$ cat src/rtl/raizing_textvram_arbiter.sv
// Arbitrates one single-port text VRAM between the extra-text line renderer and the CPU.
// Renderer has default priority; a starvation counter forces a CPU slot after STARVE_MAX losses.
module raizing_textvram_arbiter #(
    parameter int AW         = 12,
    parameter int DW         = 16,
    parameter int RD_LAT     = 2,
    parameter int STARVE_MAX = 8
) (
    input  logic          CLK96,
    input  logic          RESET96,

    input  logic          REN_REQ,
    input  logic [AW-1:0] REN_ADDR,
    output logic          REN_GNT,
    output logic          REN_VALID,
    output logic [DW-1:0] REN_DATA,

    input  logic          CPU_REQ,
    input  logic          CPU_WE,
    input  logic [AW-1:0] CPU_ADDR,
    input  logic [DW-1:0] CPU_DIN,
    input  logic [1:0]    CPU_BE,
    output logic          CPU_ACK,
    output logic [DW-1:0] CPU_DOUT,

    output logic [AW-1:0] MEM_ADDR,
    output logic          MEM_WE,
    output logic [1:0]    MEM_BE,
    output logic [DW-1:0] MEM_DIN,
    input  logic [DW-1:0] MEM_DOUT
);

    localparam logic [7:0] STARVE_LIM = 8'(STARVE_MAX);

    typedef enum logic {
        CPU_IDLE,
        CPU_BUSY
    } cpu_state_t;

    cpu_state_t      cpu_state;
    cpu_state_t      cpu_state_next;

    logic            cpu_eligible;
    logic            cpu_force;
    logic            cpu_win;
    logic            ren_win;
    logic            rd_issue;
    logic [7:0]      starve_cnt;
    logic            wr_ack;

    // Read tags; stage k is visible k+1 cycles after the grant cycle.
    logic [RD_LAT:0] pipe_v;
    logic [RD_LAT:0] pipe_cpu;

    always_comb begin
        cpu_eligible = CPU_REQ && (cpu_state == CPU_IDLE) && !CPU_ACK;
        cpu_force    = cpu_eligible && (starve_cnt == STARVE_LIM);
        cpu_win      = cpu_force || (cpu_eligible && !REN_REQ);
        ren_win      = REN_REQ && !cpu_win;
        rd_issue     = ren_win || (cpu_win && !CPU_WE);
    end

    assign REN_GNT   = ren_win;
    assign REN_VALID = pipe_v[RD_LAT] && !pipe_cpu[RD_LAT];
    assign CPU_ACK   = wr_ack || (pipe_v[RD_LAT] && pipe_cpu[RD_LAT]);

    always_ff @(posedge CLK96) begin
        if (RESET96) begin
            cpu_state <= CPU_IDLE;
        end else begin
            cpu_state <= cpu_state_next;
        end
    end

    always_comb begin
        cpu_state_next = cpu_state;
        case (cpu_state)
            CPU_IDLE: if (cpu_win) cpu_state_next = CPU_BUSY;
            CPU_BUSY: if (CPU_ACK) cpu_state_next = CPU_IDLE;
            default:  cpu_state_next = CPU_IDLE;
        endcase
    end

    always_ff @(posedge CLK96) begin
        if (RESET96) begin
            MEM_ADDR <= '0;
            MEM_WE   <= 1'b0;
            MEM_BE   <= '0;
            MEM_DIN  <= '0;
        end else begin
            MEM_WE <= 1'b0;
            if (cpu_win) begin
                MEM_ADDR <= CPU_ADDR;
                MEM_WE   <= CPU_WE;
                MEM_BE   <= CPU_BE;
                MEM_DIN  <= CPU_DIN;
            end else if (ren_win) begin
                MEM_ADDR <= REN_ADDR;
                MEM_BE   <= 2'b11;
            end
        end
    end

    // Data is sampled one stage before the tag reaches the output stage.
    always_ff @(posedge CLK96) begin
        if (RESET96) begin
            pipe_v   <= '0;
            pipe_cpu <= '0;
            wr_ack   <= 1'b0;
            REN_DATA <= '0;
            CPU_DOUT <= '0;
        end else begin
            pipe_v   <= {pipe_v[RD_LAT-1:0], rd_issue};
            pipe_cpu <= {pipe_cpu[RD_LAT-1:0], cpu_win};
            wr_ack   <= cpu_win && CPU_WE;
            if (pipe_v[RD_LAT-1]) begin
                if (pipe_cpu[RD_LAT-1]) begin
                    CPU_DOUT <= MEM_DOUT;
                end else begin
                    REN_DATA <= MEM_DOUT;
                end
            end
        end
    end

    always_ff @(posedge CLK96) begin
        if (RESET96) begin
            starve_cnt <= '0;
        end else if (!CPU_REQ || cpu_win) begin
            starve_cnt <= '0;
        end else if (cpu_eligible && (starve_cnt < STARVE_LIM)) begin
            starve_cnt <= starve_cnt + 8'd1;
        end
    end

endmodule

$ cat config.mk
export PLATFORM = sky130hd
export DESIGN_NAME = raizing_textvram_arbiter
export DESIGN_NICKNAME = d
export VERILOG_FILES = /design/src/rtl/raizing_textvram_arbiter.sv
export SDC_FILE = /design/constraint.sdc
export NUM_CORES = 1
export LEC_CHECK = 0
export BUFFER_PORTS_ARGS = -buffer_cell sky130_fd_sc_hd__buf_4
export CORE_MARGIN = 2
export CORE_UTILIZATION = 47
export DETAILED_ROUTE_END_ITERATION = 6
export HOLD_SLACK_MARGIN = 0.08
export PLACE_DENSITY = 0.84
export SYNTH_ARGS = -nofsm -noshare
export SYNTH_HDL_FRONTEND = slang
export SYNTH_SLANG_ARGS = --single-unit
export TNS_END_PERCENT = 1
$ cat constraint.sdc
create_clock -name CLK96 -period 2.15 [get_ports CLK96]
set_input_delay 0.1075 -clock CLK96 [delete_from_list [all_inputs] [get_ports CLK96]]
set_output_delay 0.1075 -clock CLK96 [all_outputs]
set_load 0.005 [all_outputs]
Word-level counts from Yosys, hierarchy flattened:

Cells that the tools add are included.

* register bits: 79
* latch bits: 0
* memory bits (writable): 0
* bits in read-only memories: 0
* output and inout bits: 66
* logic and storage cells: 49
* memories: 0

* $add $sub $neg: 1
* multipliers: 0
* div/mod/pow operators: 0
* $lt $le $gt $ge: 1
* eq/ne operators: 1
* shift-type cells: 0
* multiplexer cells: 7
* bitwise gates (word level): 3
* reductions and logical operators: 25

Operators by type and width (number)
* $mux 12: 2
* $logic_and 1x1->1: 10
* $add 8x1->8 const B: 1
* $eq 8x4->1 const B: 1
* $lt 8x4->1 const B: 1
* $logic_not 1->1: 6
* $logic_or 1x1->1: 4
* $mux 2: 2
* $reduce_and 2->1: 2
* $reduce_or 2->1: 2
* $not 1->1: 3
* $mux 1: 2
* $pmux 1 s2: 1
* $reduce_bool 2->1: 1

Depth between registers and ports, before layout:

Gate-level depths: netlist of the first run.

* depth after elaboration: 10
* depth in mapped cells: 8
* depth with buffers taken out: 6

Least setup slack after synthesis of the first run:

No wires, ideal clock.

* path kind: register to register
* start point: reg starve_cnt[7]
* end point: reg MEM_ADDR[10]
* library setup time: 119 ps
* arrival: 1636 ps
* setup slack: 396 ps
* stages on the path, launching flop included: 6
* path through: dfxtp_1 -> or4_4 -> o31ai_4 -> nand2_2 -> buf_6 -> o221a_2

* longest elaborated chain between the ends: 6

RTL lines
* start, declared: RTL line 48 `logic [7:0] starve_cnt;`
* start signal, assigned: RTL line 132 `starve_cnt <= starve_cnt + 8'd1;`
* $eq 8x4->1 (*): RTL line 57 `cpu_force = cpu_eligible && (starve_cnt == STARVE_LIM);`
* $logic_and 1x1->1 (*): RTL line 57
* $logic_or 1x1->1 (*): RTL line 58 `cpu_win = cpu_force || (cpu_eligible && !REN_REQ);`
* $logic_not 1->1: RTL line 59 `ren_win = REN_REQ && !cpu_win;`
* $logic_and 1x1->1: RTL line 59
* $reduce_bool 2->1 (no line)
* end signal, assigned: RTL line 86 `MEM_ADDR <= '0;`
* end signal, assigned: RTL line 93 `MEM_ADDR <= CPU_ADDR;`
* end signal, assigned: RTL line 98 `MEM_ADDR <= REN_ADDR;`
* end, declared: RTL line 26 `output logic [AW-1:0] MEM_ADDR,`

Mark *: on every way between the ends. The rest lies on a longest branch, timed or not.
A chain may end at the register's enable or synchronous reset.

Worst setup path in the final report of the first run:

* start point: reg starve_cnt[7]
* end point: out REN_GNT

* longest elaborated chain between the ends: 5

RTL lines
* $eq 8x4->1: RTL line 57
* $logic_and 1x1->1: RTL line 57
* $logic_or 1x1->1: RTL line 58
* $logic_not 1->1: RTL line 59
* $logic_and 1x1->1: RTL line 59
* end, declared: RTL line 14 `output logic REN_GNT,`

No other way between the ends.

==> flow_summary.html, run 1 <==
<table>
<tr><th>Metric</th><th>Value</th></tr>
<tr><th colspan="2">Die</th></tr>
<tr><td>Count of standard-cell rows</td><td>29</td></tr>
<tr><td>Die area</td><td>7070 um2</td></tr>
<tr><td>Starting Density</td><td>0.480</td></tr>
<tr><td>Placeable core area</td><td>6280 um2</td></tr>
<tr><td>Vertical extent of the die</td><td>84.1 um</td></tr>
<tr><td>Horiz. Die Dim</td><td>84.1 um</td></tr>
<tr><td>Boundary Pins</td><td>129</td></tr>
<tr><th colspan="2">Global route</th></tr>
<tr><td>Overflow left after global routing</td><td>0</td></tr>
<tr><td>First-pass GRT wire length</td><td>16.3 mm</td></tr>
<tr><td>Antenna violations before repair</td><td>0</td></tr>
<tr><td>Vias in the first global route</td><td>3377</td></tr>
<tr><td>Total GRT Usage</td><td>0.289</td></tr>
<tr><td>Largest net degree at the start of global routing</td><td>43</td></tr>
<tr><th colspan="2">Pwr</th></tr>
<tr><td>Overall power</td><td>3.18 mW</td></tr>
<tr><td>Maximum ir drop on the vdd rail</td><td>0.606 mV</td></tr>
<tr><td>Static power due to leakage</td><td>2.07 nW</td></tr>
<tr><td>PD cells</td><td>657 nW/um2</td></tr>
<tr><th colspan="2">Routing</th></tr>
<tr><td>Detail-routed via count per cell</td><td>5.65</td></tr>
<tr><td>Wirelength, routed</td><td>11.0 mm</td></tr>
<tr><td>Post-route DRC violation count</td><td>0</td></tr>
<tr><td>Initial DRC Count</td><td>242</td></tr>
<tr><td>Per-cell routed wire length</td><td>18.2 um</td></tr>
<tr><td>Drt first pass iters</td><td>5</td></tr>
<tr><td>DRT antenna net count</td><td>0</td></tr>
<tr><td>Vias after detailed routing</td><td>3426</td></tr>
<tr><th colspan="2">Final layout</th></tr>
<tr><td>Diodes inserted</td><td>0</td></tr>
<tr><td>Non-filler instance count after layout</td><td>606</td></tr>
<tr><td>Fillcell total</td><td>402</td></tr>
<tr><td>Fraction of final layout cells sized beyond drive strength 1</td><td>0.325</td></tr>
<tr><td>Utilization of the core after routing</td><td>0.770</td></tr>
<tr><td>Layout Nets</td><td>589</td></tr>
<tr><td>P&amp;R area growth vs syn</td><td>60.5%</td></tr>
<tr><th colspan="2">Critical path</th></tr>
<tr><td>R2r startpoint</td><td>starve_cnt[7]</td></tr>
<tr><td>Data required time of the critical path</td><td>2.04 ns</td></tr>
<tr><td>Crit path from</td><td>starve_cnt[7]</td></tr>
<tr><td>Worst EP arrival</td><td>2.04 ns</td></tr>
<tr><td>Crit path capture type</td><td>primary output</td></tr>
<tr><td>Critical path startpoint category</td><td>flip-flop</td></tr>
<tr><td>Critical-path maximum fanout</td><td>10</td></tr>
<tr><td>Setup CP Type</td><td>reg -&gt; out</td></tr>
<tr><td>Reg-to-reg slack, setup</td><td>0.007 ns</td></tr>
<tr><th colspan="2">Logic synthesis</th></tr>
<tr><td>Post-synthesis cell area</td><td>3010 um2</td></tr>
<tr><td>Syn_nets</td><td>406</td></tr>
<tr><td>Number of different library cells in the post-synthesis netlist</td><td>30</td></tr>
<tr><td>Flip-flop and latch count after synthesis</td><td>79</td></tr>
<tr><td>Mean instance size in the synthesized netlist</td><td>8.84 um2</td></tr>
<tr><td>Post-synthesis sequential area ratio</td><td>0.525</td></tr>
<tr><td>Post-Syn Instances</td><td>341</td></tr>
<tr><td>Synth warn</td><td>0</td></tr>
<tr><th colspan="2">Timing</th></tr>
<tr><td>Shortest period the worst path allows</td><td>2.14 ns</td></tr>
<tr><td>Transition at the pin with the smallest max-transition slack</td><td>0.645 ns</td></tr>
<tr><td>Maximum clock frequency</td><td>467 MHz</td></tr>
<tr><td>Worst-case headroom to the max-slew limit</td><td>0.570</td></tr>
<tr><td>Final cycle utilization of the critical path</td><td>0.997</td></tr>
<tr><td>Worst Clk Skew</td><td>0.0195 ns</td></tr>
<tr><td>Count of final setup violators</td><td>0</td></tr>
<tr><td>Number of slew-limit violations in the final report</td><td>0</td></tr>
<tr><td>Endpoints failing hold</td><td>0</td></tr>
<tr><th colspan="2">Place</th></tr>
<tr><td>Routability-driven placement congestion ratio</td><td>0.780</td></tr>
<tr><td>Number of cells after detailed placement</td><td>526</td></tr>
<tr><td>Detailed placer's ending HPWL</td><td>5.75 mm</td></tr>
<tr><td>PortBufs</td><td>128</td></tr>
<tr><th colspan="2">Hold path</th></tr>
<tr><td>Hold crit path type</td><td>in -&gt; reg</td></tr>
<tr><td>Hold Startpoint</td><td>RESET96</td></tr>
<tr><th colspan="2">Clock network</th></tr>
<tr><td>Clock buffer count from CTS</td><td>9</td></tr>
<tr><td>Clock tree from TritonCTS</td><td>yes</td></tr>
<tr><td># H-tree levels</td><td>3</td></tr>
<tr><td>TritonCTS sink count</td><td>79</td></tr>
<tr><td>Clk pin slew, worst setup/hold paths</td><td>0.09 ns</td></tr>
<tr><td>Later-pin clock latency in the skew report</td><td>0.35 ns</td></tr>
<tr><td>Root buffer cell</td><td>clkbuf_8</td></tr>
<tr><td>Largest buffer count on any clock path</td><td>2</td></tr>
<tr><th colspan="2">Run</th></tr>
<tr><td>Number of maximum-capacitance constraint violations</td><td>0</td></tr>
<tr><th colspan="2">Status</th></tr>
<tr><td>Outcome</td><td>finished, final reports clean</td></tr>
</table>
==> cell usage after synthesis (all sizes together) <==
cell     n  area share
dfxtp   79        0.52
nand2   68       0.086
a21oi   62        0.10
clkbuf  21       0.026
o21ai   17       0.028
nand3   16       0.027
mux2i   13       0.043
o221a   12       0.045
nor2     7      0.0087
nor2b    7       0.015
and2     6       0.012
buf      6       0.015
nor3     6       0.010
inv      3      0.0037
nand2b   3      0.0062
ha       2      0.0083
nor3b    2      0.0050
nor4     2      0.0042
xnor2    2      0.0058
a21boi   1      0.0025
a311oi   1      0.0029
a41oi    1      0.0029
o31a     1      0.0029
o31ai    1      0.0071
or2      1      0.0021
or4      1      0.0037
==> final timing paths <==
path,end,cells past startpoint
worst max-delay path,REN_GNT,5
worst min-delay path,pipe_cpu[1],2
worst max register to register,MEM_DIN[13],6
worst min register to register,pipe_cpu[1],1
==> registers in the layout, summed over array words and instances, names as in the netlist <==
register    cells
wr_ack          1
MEM_ADDR       12
MEM_BE          2
CPU_DOUT       16
MEM_DIN        16
MEM_WE          1
pipe_cpu        3
REN_DATA       16
starve_cnt      8
cpu_state       1
pipe_v          3
==> final cells by class <==
class / instances / area (um2) / area share
clock buffer: 10 / 138 / 0.0285
clock inverter: 6 / 52.6 / 0.0109
inverter: 3 / 11.3 / 0.00233
multi-input combinational: 232 / 1300 / 0.269
sequential: 79 / 1580 / 0.327
tap: 77 / 96.3 / 0.0199
timing repair buffer: 199 / 1650 / 0.342
==> placed cells by master, fill, tap and decap left out, types with 7 or more instances in the layout <==
cell type	instances
mux2i_1	13
nor2_1	7
nor2b_1	7
a21oi_1	62
dlygate4sd3_1	59
dfxtp_1	79
nand3_1	16
clkbuf_8	10
buf_4	139
o221a_2	12
o21ai_0	17
nand2_1	67
==> metrics by stage <==
stage,setup slack [ns],TNS (ns),cell area [um2],hold slack (ns)
finish,0.00651,0,4840,0.188
global route,-0.0407,-0.0569,4840,0.171
CTS,0.0216,0,4800,0.0942
detailed placement,0.204,0,4010,0.328
global placement,0.243,0,4010,0.319
floorplan,0.396,0,3010,0.217
==> worst max-delay path, cell delays in order (launching register included) <==
cell and delay (ns):
dfxtp_1 0.33, or4_4 0.58, o31ai_4 0.29, nand2_4 0.15
and2_1 0.19, buf_4 0.13
==> metal layers <==
layer  GRT usage  wire, um
met3      0.0752      1130
met4       0.123       460
met2       0.510      5480
met5           0         0
met1       0.327      3960
==> report_power, final <==
group	leakage [nW]	switching [mW]	internal, mW	total, mW
Clock	0.0910	0.606	0.467	1.07
Sequential	0.644	0.0414	1.52	1.56
Combinational	1.34	0.242	0.297	0.539
==> cells by family (layout without fill, tap and decap cells) <==
kind of cell             after synthesis  after routing  synth area share
flip-flops                            79             79             0.525
buffers and inverters                 30            218            0.0444
adder cells (fa/ha/maj)                2              2           0.00830
XOR/XNOR                               2              2           0.00582
multiplexers                          13             13            0.0432
AO/OA/AOI/OAI                         96             96             0.194
AND/OR/NAND/NOR                      119            119             0.179
==> what timing repair did <==
| item | 4_1_cts | 5_1_grt |
|---|---|---|
| gates resized for setup | 1 | 0 |
| hold buffers | 58 | 1 |
| setup endpoints to repair | 1 | 1 |
| buffers inserted | 1 | 4 |
| endpoints found under the hold margin | 64 | 1 |
| pin swaps | 1 | 1 |
No activity file was read; power rests on OpenSTA's default activity.
==> run 2: changes to the inputs <==
--- a/config.mk
+++ b/config.mk
@@ -7,10 +7,11 @@
 export LEC_CHECK = 0
 export BUFFER_PORTS_ARGS = -buffer_cell sky130_fd_sc_hd__buf_4
 export CORE_MARGIN = 2
-export CORE_UTILIZATION = 47
+export CORE_UTILIZATION = 49
+export CTS_BUF_LIST = sky130_fd_sc_hd__clkbuf_4
 export DETAILED_ROUTE_END_ITERATION = 6
 export HOLD_SLACK_MARGIN = 0.08
-export PLACE_DENSITY = 0.84
+export PLACE_DENSITY = 0.87
 export SYNTH_ARGS = -nofsm -noshare
 export SYNTH_HDL_FRONTEND = slang
 export SYNTH_SLANG_ARGS = --single-unit
==> run 2 against run 1 <==
Combinational power shrank 3%. Final cell count shrank 0.17%. Non-clock buffer count grew 1. Wire length shrank 8.1%. Worst setup slack gained 0.044 ns. Count of clock-buffer cells in the layout shrank 1. Critical path type unchanged.
==> flow_summary.html, run 2 (synthesis results as in run 1) <==
<table>
<tr><th>Metric</th><th>Value</th></tr>
<tr><th colspan="2">Status</th></tr>
<tr><td>Outcome</td><td>finished, final reports clean</td></tr>
<tr><th colspan="2">Global route</th></tr>
<tr><td>Largest net degree at the start of global routing</td><td>44 (+2.3%)</td></tr>
<tr><td>Total GRT Usage</td><td>0.293 (+0.00419)</td></tr>
<tr><td>Antenna violations before repair</td><td>0 (unchanged)</td></tr>
<tr><td>Overflow left after global routing</td><td>0 (unchanged)</td></tr>
<tr><td>First-pass GRT wire length</td><td>14.8 mm (-9.5%)</td></tr>
<tr><td>Vias in the first global route</td><td>3149 (-6.8%)</td></tr>
<tr><th colspan="2">Pwr</th></tr>
<tr><td>Static power due to leakage</td><td>2.06 nW (-0.88%)</td></tr>
<tr><td>Net Sw Frac</td><td>0.291 (+0.0113)</td></tr>
<tr><td>Sw Pwr</td><td>0.854 mW (-3.9%)</td></tr>
<tr><td>P_int</td><td>2.08 mW (-9.1%)</td></tr>
<tr><td>Share of power burned in the clock network</td><td>0.289 (-0.049)</td></tr>
<tr><td>Maximum ir drop on the vdd rail</td><td>0.470 mV (-23%)</td></tr>
<tr><td>Logic pwr share</td><td>0.178 (+0.008)</td></tr>
<tr><td>PD cells</td><td>615 nW/um2 (-6.4%)</td></tr>
<tr><td>Sequential Power Share</td><td>0.532 (+0.040)</td></tr>
<tr><th colspan="2">Run</th></tr>
<tr><td>Number of maximum-capacitance constraint violations</td><td>0 (unchanged)</td></tr>
<tr><th colspan="2">Clock network</th></tr>
<tr><td>Later-pin clock latency in the skew report</td><td>0.44 ns (+0.09 ns)</td></tr>
<tr><td>Root buffer cell</td><td>clkbuf_4</td></tr>
<tr><td>Largest buffer count on any clock path</td><td>2 (unchanged)</td></tr>
<tr><td>Clock tree from TritonCTS</td><td>yes</td></tr>
<tr><td># H-tree levels</td><td>3 (unchanged)</td></tr>
<tr><td>TritonCTS sink count</td><td>79 (unchanged)</td></tr>
<tr><td>Clk pin slew, worst setup/hold paths</td><td>0.14 ns (+0.05 ns)</td></tr>
<tr><td>Clock buffer count from CTS</td><td>9 (unchanged)</td></tr>
<tr><th colspan="2">Place</th></tr>
<tr><td>PortBufs</td><td>128 (unchanged)</td></tr>
<tr><td>Detailed placer's ending HPWL</td><td>5.57 mm (-3.1%)</td></tr>
<tr><td>Routability-driven placement congestion ratio</td><td>0.813 (+4.3%)</td></tr>
<tr><td>Number of cells after detailed placement</td><td>525 (-0.19%)</td></tr>
<tr><td>Worst setup slack before clock tree synthesis</td><td>0.259 ns (+0.0551 ns)</td></tr>
<tr><th colspan="2">Critical path</th></tr>
<tr><td>Critical path startpoint category</td><td>flip-flop</td></tr>
<tr><td>Data required time of the critical path</td><td>2.04 ns (about the same)</td></tr>
<tr><td>Endpoint of the worst-slack reg-to-reg timing path</td><td>starve_cnt[5]</td></tr>
<tr><td>R2r startpoint</td><td>starve_cnt[6]</td></tr>
<tr><td>Crit path capture type</td><td>primary output</td></tr>
<tr><td>Reg-to-reg slack, setup</td><td>0.11 ns (+0.10 ns)</td></tr>
<tr><td>Worst EP arrival</td><td>1.99 ns (-0.05 ns)</td></tr>
<tr><td>Setup CP Type</td><td>reg -&gt; out</td></tr>
<tr><td>Critical-path maximum fanout</td><td>3 (-7)</td></tr>
<tr><td>Worst R2R Path Depth</td><td>6 (unchanged)</td></tr>
<tr><th colspan="2">Die</th></tr>
<tr><td>Horiz. Die Dim</td><td>82.4 um (-2.0%)</td></tr>
<tr><td>Vertical extent of the die</td><td>82.4 um (-2.0%)</td></tr>
<tr><td>Count of standard-cell rows</td><td>28 (-3.4%)</td></tr>
<tr><td>Boundary Pins</td><td>129 (unchanged)</td></tr>
<tr><td>Die area</td><td>6790 um2 (-3.9%)</td></tr>
<tr><td>Placeable core area</td><td>5920 um2 (-5.7%)</td></tr>
<tr><td>Starting Density</td><td>0.509 (+0.0289)</td></tr>
<tr><th colspan="2">Routing</th></tr>
<tr><td>DRT antenna net count</td><td>0 (unchanged)</td></tr>
<tr><td>Drt first pass iters</td><td>5 (unchanged)</td></tr>
<tr><td>Per-cell routed wire length</td><td>16.7 um (-8.0%)</td></tr>
<tr><td>Post-route DRC violation count</td><td>0 (unchanged)</td></tr>
<tr><td>Wirelength, routed</td><td>10.1 mm (-8.1%)</td></tr>
<tr><td>Vias after detailed routing</td><td>3321 (-3.1%)</td></tr>
<tr><td>Initial DRC Count</td><td>269 (+11%)</td></tr>
<tr><td>Detail-routed via count per cell</td><td>5.49 (-2.9%)</td></tr>
<tr><th colspan="2">Timing</th></tr>
<tr><td>Maximum clock frequency</td><td>476 MHz (+2.1%)</td></tr>
<tr><td>Number of slew-limit violations in the final report</td><td>0 (unchanged)</td></tr>
<tr><td>Worst Clk Skew</td><td>0.0176 ns (-0.00193 ns)</td></tr>
<tr><td>Transition at the pin with the smallest max-transition slack</td><td>0.624 ns (-0.0212 ns)</td></tr>
<tr><td>RSZ-0062 raised after global routing</td><td>no</td></tr>
<tr><td>Worst-case headroom to the max-slew limit</td><td>0.584 (+0.0141)</td></tr>
<tr><td>Final cycle utilization of the critical path</td><td>0.976 (-0.0206)</td></tr>
<tr><td>Setup Total Neg Slack</td><td>0 ns (unchanged)</td></tr>
<tr><td>Worst hold margin</td><td>0.117 ns (-0.0705 ns)</td></tr>
<tr><td>Shortest period the worst path allows</td><td>2.10 ns (-0.0442 ns)</td></tr>
<tr><td>Endpoints failing hold</td><td>0 (unchanged)</td></tr>
<tr><td>Count of final setup violators</td><td>0 (unchanged)</td></tr>
<tr><td>Final worst setup slack</td><td>0.0507 ns (+0.0442 ns)</td></tr>
<tr><th colspan="2">Hold path</th></tr>
<tr><td>Hold crit path type</td><td>in -&gt; reg</td></tr>
<tr><td>Endpoint, Worst Hold</td><td>pipe_v[0]</td></tr>
<tr><td>Worst hold stages</td><td>3 (+1)</td></tr>
<tr><td>Hold Startpoint</td><td>REN_REQ</td></tr>
<tr><th colspan="2">Final layout</th></tr>
<tr><td>P&amp;R area growth vs syn</td><td>58.4%</td></tr>
<tr><td>Fillcell total</td><td>348 (-13%)</td></tr>
<tr><td>Non-filler instance count after layout</td><td>605 (-0.17%)</td></tr>
<tr><td>Leading cell types in the layout, fill and taps excluded</td><td>140 x buf_4, 78 x dfxtp_1, 67 x nand2_1</td></tr>
<tr><td>Diodes inserted</td><td>0 (unchanged)</td></tr>
<tr><td>Layout Nets</td><td>590 (+0.17%)</td></tr>
<tr><td>Fraction of final layout cells sized beyond drive strength 1</td><td>0.326 (+0.00127)</td></tr>
<tr><td>Most frequent standard cell in the layout excluding fill and tap cells</td><td>buf_4</td></tr>
<tr><td>Top Registers</td><td>CPU_DOUT (16), MEM_DIN (16), REN_DATA (16)</td></tr>
</table>
==> run 2: cell types whose count changed in the layout (fill, tap and decap cells not counted), sizes merged <==
cell,before,now
inv,5,7
clkbuf,10,9
clkinvlp,2,1
dlygate4sd3,59,60
==> run 2: worst max path at each step <==
| stage | from | endpoint | slack [ns] | cells after the start |
|---|---|---|---|---|
| finish | starve_cnt[6] | REN_GNT | 0.05 | 5 |
| global route | starve_cnt[6] | REN_GNT | 0.007 | 5 |
| CTS | starve_cnt[7] | REN_GNT | 0.04 | 5 |
| detailed placement | starve_cnt[7] | starve_cnt[4] | 0.26 | 5 |
| global placement | starve_cnt[7] | REN_GNT | 0.30 | 5 |
| floorplan | starve_cnt[7] | MEM_ADDR[10] | 0.40 | 5 |
==> run 2: metal layers <==
layer	GRT usage	share of wire
met5	0	0
met1	0.311	0.37
met3	0.0576	0.062
met4	0.165	0.042
met2	0.538	0.52
==> run 2: metrics by stage <==
stage | utilization | instance area, um2 | total power [mW]
after global placement | 0.676 | 4010 | 1.98
after global routing | 0.806 | 4770 | 3.04
after floorplan | - | 3010 | 1.77
after detailed placement | 0.676 | 4010 | 1.99
after CTS | 0.802 | 4750 | 2.91
final | 0.806 | 4770 | 2.93
==> run 2: final cells by class <==
type / instances / area [um2] / share of cell area
repair buffers: 200 / 1650 / 0.346
flip-flops and latches: 79 / 1580 / 0.332
multi-input cells: 232 / 1300 / 0.273
well taps: 75 / 93.8 / 0.0197
clock buffers: 9 / 67.6 / 0.0142
clock inverters: 7 / 62.6 / 0.0131
inverters: 3 / 11.3 / 0.00236
==> run 2: power by group through the flow <==
stage	logic, mW	registers [mW]	clock network, mW
floorplan	0.181	1.59	0
global placement	0.393	1.59	0
detailed placement	0.404	1.59	0
CTS	0.497	1.56	0.860
global route	0.555	1.57	0.915
finish	0.523	1.56	0.849
==> run 2: critical path, stage by stage (launching register included) <==
cell,delay (ns)
dfxtp_2,0.34
or4_4,0.56
o31ai_4,0.29
nand2_4,0.07
and2_1,0.17
buf_4,0.14
==> run 2: what timing repair did <==
item                       in CTS  in global routing
gates resized for setup         1                  1
hold buffers                   60                  0
setup buffers                   1                  3
setup endpoints to repair       1                  1
hold endpoints to repair       65                  0
pin swaps                       2                  2
==> run 3: changes to the inputs <==
==> constraint.sdc (replaced) <==
create_clock -name CLK96 -period 2.15 [get_ports CLK96]
set_input_delay 0.3225 -clock CLK96 [delete_from_list [all_inputs] [get_ports CLK96]]
set_output_delay 0.3225 -clock CLK96 [all_outputs]
set_load 0.005 [all_outputs]
==> run 3 against run 2 <==
The run now ends with negative setup slack left. Total power down 1.9%. Worst setup slack worse by 0.090 ns. Die area unchanged. Sequential share of layout area up 4.6 points. First-iteration DRC count down 27%. Critical path depth unchanged. Utilization down 9.8 points. Via count down 12%. Global-route usage down 4.9 points. Maximum frequency down 4.1%. Critical endpoint unchanged.
==> flow_summary.html, run 3 (synthesis results as in run 1) <==
<table>
<tr><th>Metric</th><th>Value</th></tr>
<tr><th colspan="2">Routing</th></tr>
<tr><td>Detail-routed via count per cell</td><td>5.35 (-2.5%)</td></tr>
<tr><td>Per-cell routed wire length</td><td>15.0 um (-10%)</td></tr>
<tr><td>Post-route DRC violation count</td><td>0 (unchanged)</td></tr>
<tr><td>Wirelength, routed</td><td>8.19 mm (-19%)</td></tr>
<tr><td>Drt first pass iters</td><td>4 (-1)</td></tr>
<tr><td>Initial DRC Count</td><td>196 (-27%)</td></tr>
<tr><td>DRT antenna net count</td><td>0 (unchanged)</td></tr>
<tr><td>Vias after detailed routing</td><td>2918 (-12%)</td></tr>
<tr><th colspan="2">Clock network</th></tr>
<tr><td>Root buffer cell</td><td>clkbuf_4</td></tr>
<tr><td>Clock tree from TritonCTS</td><td>yes</td></tr>
<tr><td># H-tree levels</td><td>3 (unchanged)</td></tr>
<tr><td>Largest buffer count on any clock path</td><td>2 (unchanged)</td></tr>
<tr><td>Clk pin slew, worst setup/hold paths</td><td>0.14 ns (about the same)</td></tr>
<tr><td>Later-pin clock latency in the skew report</td><td>0.43 ns (about the same)</td></tr>
<tr><td>Clock buffer count from CTS</td><td>9 (unchanged)</td></tr>
<tr><td>TritonCTS sink count</td><td>79 (unchanged)</td></tr>
<tr><th colspan="2">Critical path</th></tr>
<tr><td>Setup CP Type</td><td>reg -&gt; out</td></tr>
<tr><td>Critical path startpoint category</td><td>flip-flop</td></tr>
<tr><td>Critical-path maximum fanout</td><td>2 (-1)</td></tr>
<tr><td>Crit path capture type</td><td>primary output</td></tr>
<tr><td>Data required time of the critical path</td><td>1.83 ns (-0.21 ns)</td></tr>
<tr><td>Worst EP arrival</td><td>1.87 ns (-0.12 ns)</td></tr>
<tr><th colspan="2">Pwr</th></tr>
<tr><td>PD cells</td><td>687 nW/um2 (+12%)</td></tr>
<tr><td>Static power due to leakage</td><td>1.80 nW (-12%)</td></tr>
<tr><td>Maximum ir drop on the vdd rail</td><td>0.481 mV (+2.5%)</td></tr>
<tr><td>Overall power</td><td>2.88 mW (-1.9%)</td></tr>
<tr><th colspan="2">Global route</th></tr>
<tr><td>Largest net degree at the start of global routing</td><td>48 (+9.1%)</td></tr>
<tr><td>First-pass GRT wire length</td><td>12.5 mm (-15%)</td></tr>
<tr><td>Routing usage on met1</td><td>0.294 (-0.0171)</td></tr>
<tr><td>Antenna violations before repair</td><td>0 (unchanged)</td></tr>
<tr><td>Highest-utilization routing layer at the global route stage</td><td>met2</td></tr>
<tr><td>GR met3 Demand/Resource</td><td>0.0728 (+0.0152)</td></tr>
<tr><td>Met2 track demand over resource</td><td>0.402 (-0.135)</td></tr>
<tr><td>Vias in the first global route</td><td>2721 (-14%)</td></tr>
<tr><td>Overflow left after global routing</td><td>0 (unchanged)</td></tr>
<tr><td>Total GRT Usage</td><td>0.244 (-0.0488)</td></tr>
<tr><th colspan="2">Timing</th></tr>
<tr><td>RSZ-0062 raised after global routing</td><td>yes</td></tr>
<tr><td>Count of final setup violators</td><td>1 (+1)</td></tr>
<tr><td>Shortest period the worst path allows</td><td>2.19 ns (+0.0901 ns)</td></tr>
<tr><td>Worst hold margin</td><td>0.131 ns (+0.0139 ns)</td></tr>
<tr><td>Number of slew-limit violations in the final report</td><td>0 (unchanged)</td></tr>
<tr><td>Transition at the pin with the smallest max-transition slack</td><td>0.606 ns (-0.0181 ns)</td></tr>
<tr><td>Endpoints failing hold</td><td>0 (unchanged)</td></tr>
<tr><td>Final worst setup slack</td><td>-0.0394 ns (-0.0901 ns)</td></tr>
<tr><td>Maximum clock frequency</td><td>457 MHz (-4.1%)</td></tr>
<tr><td>Final cycle utilization of the critical path</td><td>1.02 (+0.0419)</td></tr>
<tr><td>Worst-case headroom to the max-slew limit</td><td>0.596 (+0.0121)</td></tr>
<tr><td>Worst Clk Skew</td><td>0.0241 ns (+0.00655 ns)</td></tr>
<tr><th colspan="2">Final layout</th></tr>
<tr><td>P&amp;R area growth vs syn</td><td>39.2%</td></tr>
<tr><td>Most frequent standard cell in the layout excluding fill and tap cells</td><td>buf_4</td></tr>
<tr><td>Fraction of final layout cells sized beyond drive strength 1</td><td>0.368 (+0.0417)</td></tr>
<tr><td>Fillcell total</td><td>471 (+35%)</td></tr>
<tr><td>Layout Nets</td><td>530 (-10%)</td></tr>
<tr><td>Top Registers</td><td>CPU_DOUT (16), MEM_DIN (16), REN_DATA (16)</td></tr>
<tr><td>Diodes inserted</td><td>0 (unchanged)</td></tr>
<tr><td>Leading cell types in the layout, fill and taps excluded</td><td>138 x buf_4, 78 x dfxtp_1, 67 x nand2_1</td></tr>
<tr><td>Non-filler instance count after layout</td><td>545 (-9.9%)</td></tr>
<tr><th colspan="2">Die</th></tr>
<tr><td>Die area</td><td>6790 um2 (unchanged)</td></tr>
<tr><td>Placeable core area</td><td>5920 um2 (unchanged)</td></tr>
<tr><td>Vertical extent of the die</td><td>82.4 um (unchanged)</td></tr>
<tr><td>Boundary Pins</td><td>129 (unchanged)</td></tr>
<tr><td>Starting Density</td><td>0.509 (unchanged)</td></tr>
<tr><td>Horiz. Die Dim</td><td>82.4 um (unchanged)</td></tr>
<tr><td>Count of standard-cell rows</td><td>28 (unchanged)</td></tr>
<tr><th colspan="2">Place</th></tr>
<tr><td>Number of cells after detailed placement</td><td>526 (+0.19%)</td></tr>
<tr><td>Routability-driven placement congestion ratio</td><td>0.800 (-1.6%)</td></tr>
<tr><td>PortBufs</td><td>128 (unchanged)</td></tr>
<tr><td>Detailed placer's ending HPWL</td><td>5.77 mm (+3.6%)</td></tr>
<tr><th colspan="2">Status</th></tr>
<tr><td>Outcome</td><td>finished, violations left</td></tr>
<tr><td>Violations in the final reports</td><td>negative setup slack</td></tr>
<tr><th colspan="2">Run</th></tr>
<tr><td>Number of maximum-capacitance constraint violations</td><td>0 (unchanged)</td></tr>
<tr><th colspan="2">Hold path</th></tr>
<tr><td>Hold crit path type</td><td>in -&gt; reg</td></tr>
</table>
==> run 3: metal layers <==
metal	vias to the layer above	wire length [um]
met4	0	144
met1	1367	3320
met5	-	0
li1	1423	-
met2	113	4130
met3	15	596
==> run 3: cell type report <==
cell class                 count  area, um2  area share
clock buffer                   9       67.6      0.0161
clock inverter                 7       80.1      0.0191
inverter                       3       11.3     0.00269
multi-input combinational    232       1300       0.310
sequential                    79       1580       0.377
tap                           75       93.8      0.0224
timing repair buffer         140       1060       0.252
==> run 3: where the power goes <==
| group | total [mW] | internal, mW | switching (mW) |
|---|---|---|---|
| Combinational | 0.415 | 0.224 | 0.192 |
| Sequential | 1.56 | 1.52 | 0.0325 |
| Clock | 0.907 | 0.366 | 0.541 |
==> run 3: worst paths after layout <==
check                 from          end  slack [ns]  depth (start not counted)
max          starve_cnt[6]      REN_GNT       -0.04                          5
min            MEM_DOUT[7]  CPU_DOUT[7]        0.13                          3
max reg2reg  starve_cnt[6]  MEM_DIN[14]        0.10                          6
min reg2reg    pipe_cpu[0]  pipe_cpu[1]        0.43                          1
==> run 3: worst max-delay path, cell delays in order (launching register included) <==
cell     delay, ns
dfxtp_2       0.34
or4_4         0.55
o31ai_4       0.22
nand2_2       0.08
and2_4        0.16
buf_6         0.11
==> run 3: repair_timing <==
action                                  in CTS  in global routing
resized for setup                            3                  0
pin swaps                                    3                  0
endpoints found under the setup margin       1                  1
hold endpoints to repair                     0                  1
hold buffers                                 0                  1
setup buffers                                2                  0
==> run 3: stage by stage <==
step,instance area (um2),TNS [ns],setup WS (ns),utilization
after floorplan,3010,0,0.263,-
after global placement,4010,0,0.312,0.678
after detailed placement,4010,0,0.236,0.678
after CTS,4180,-0.0590,-0.0590,0.706
after global routing,4190,-0.107,-0.107,0.708
final,4190,-0.0394,-0.0394,0.708
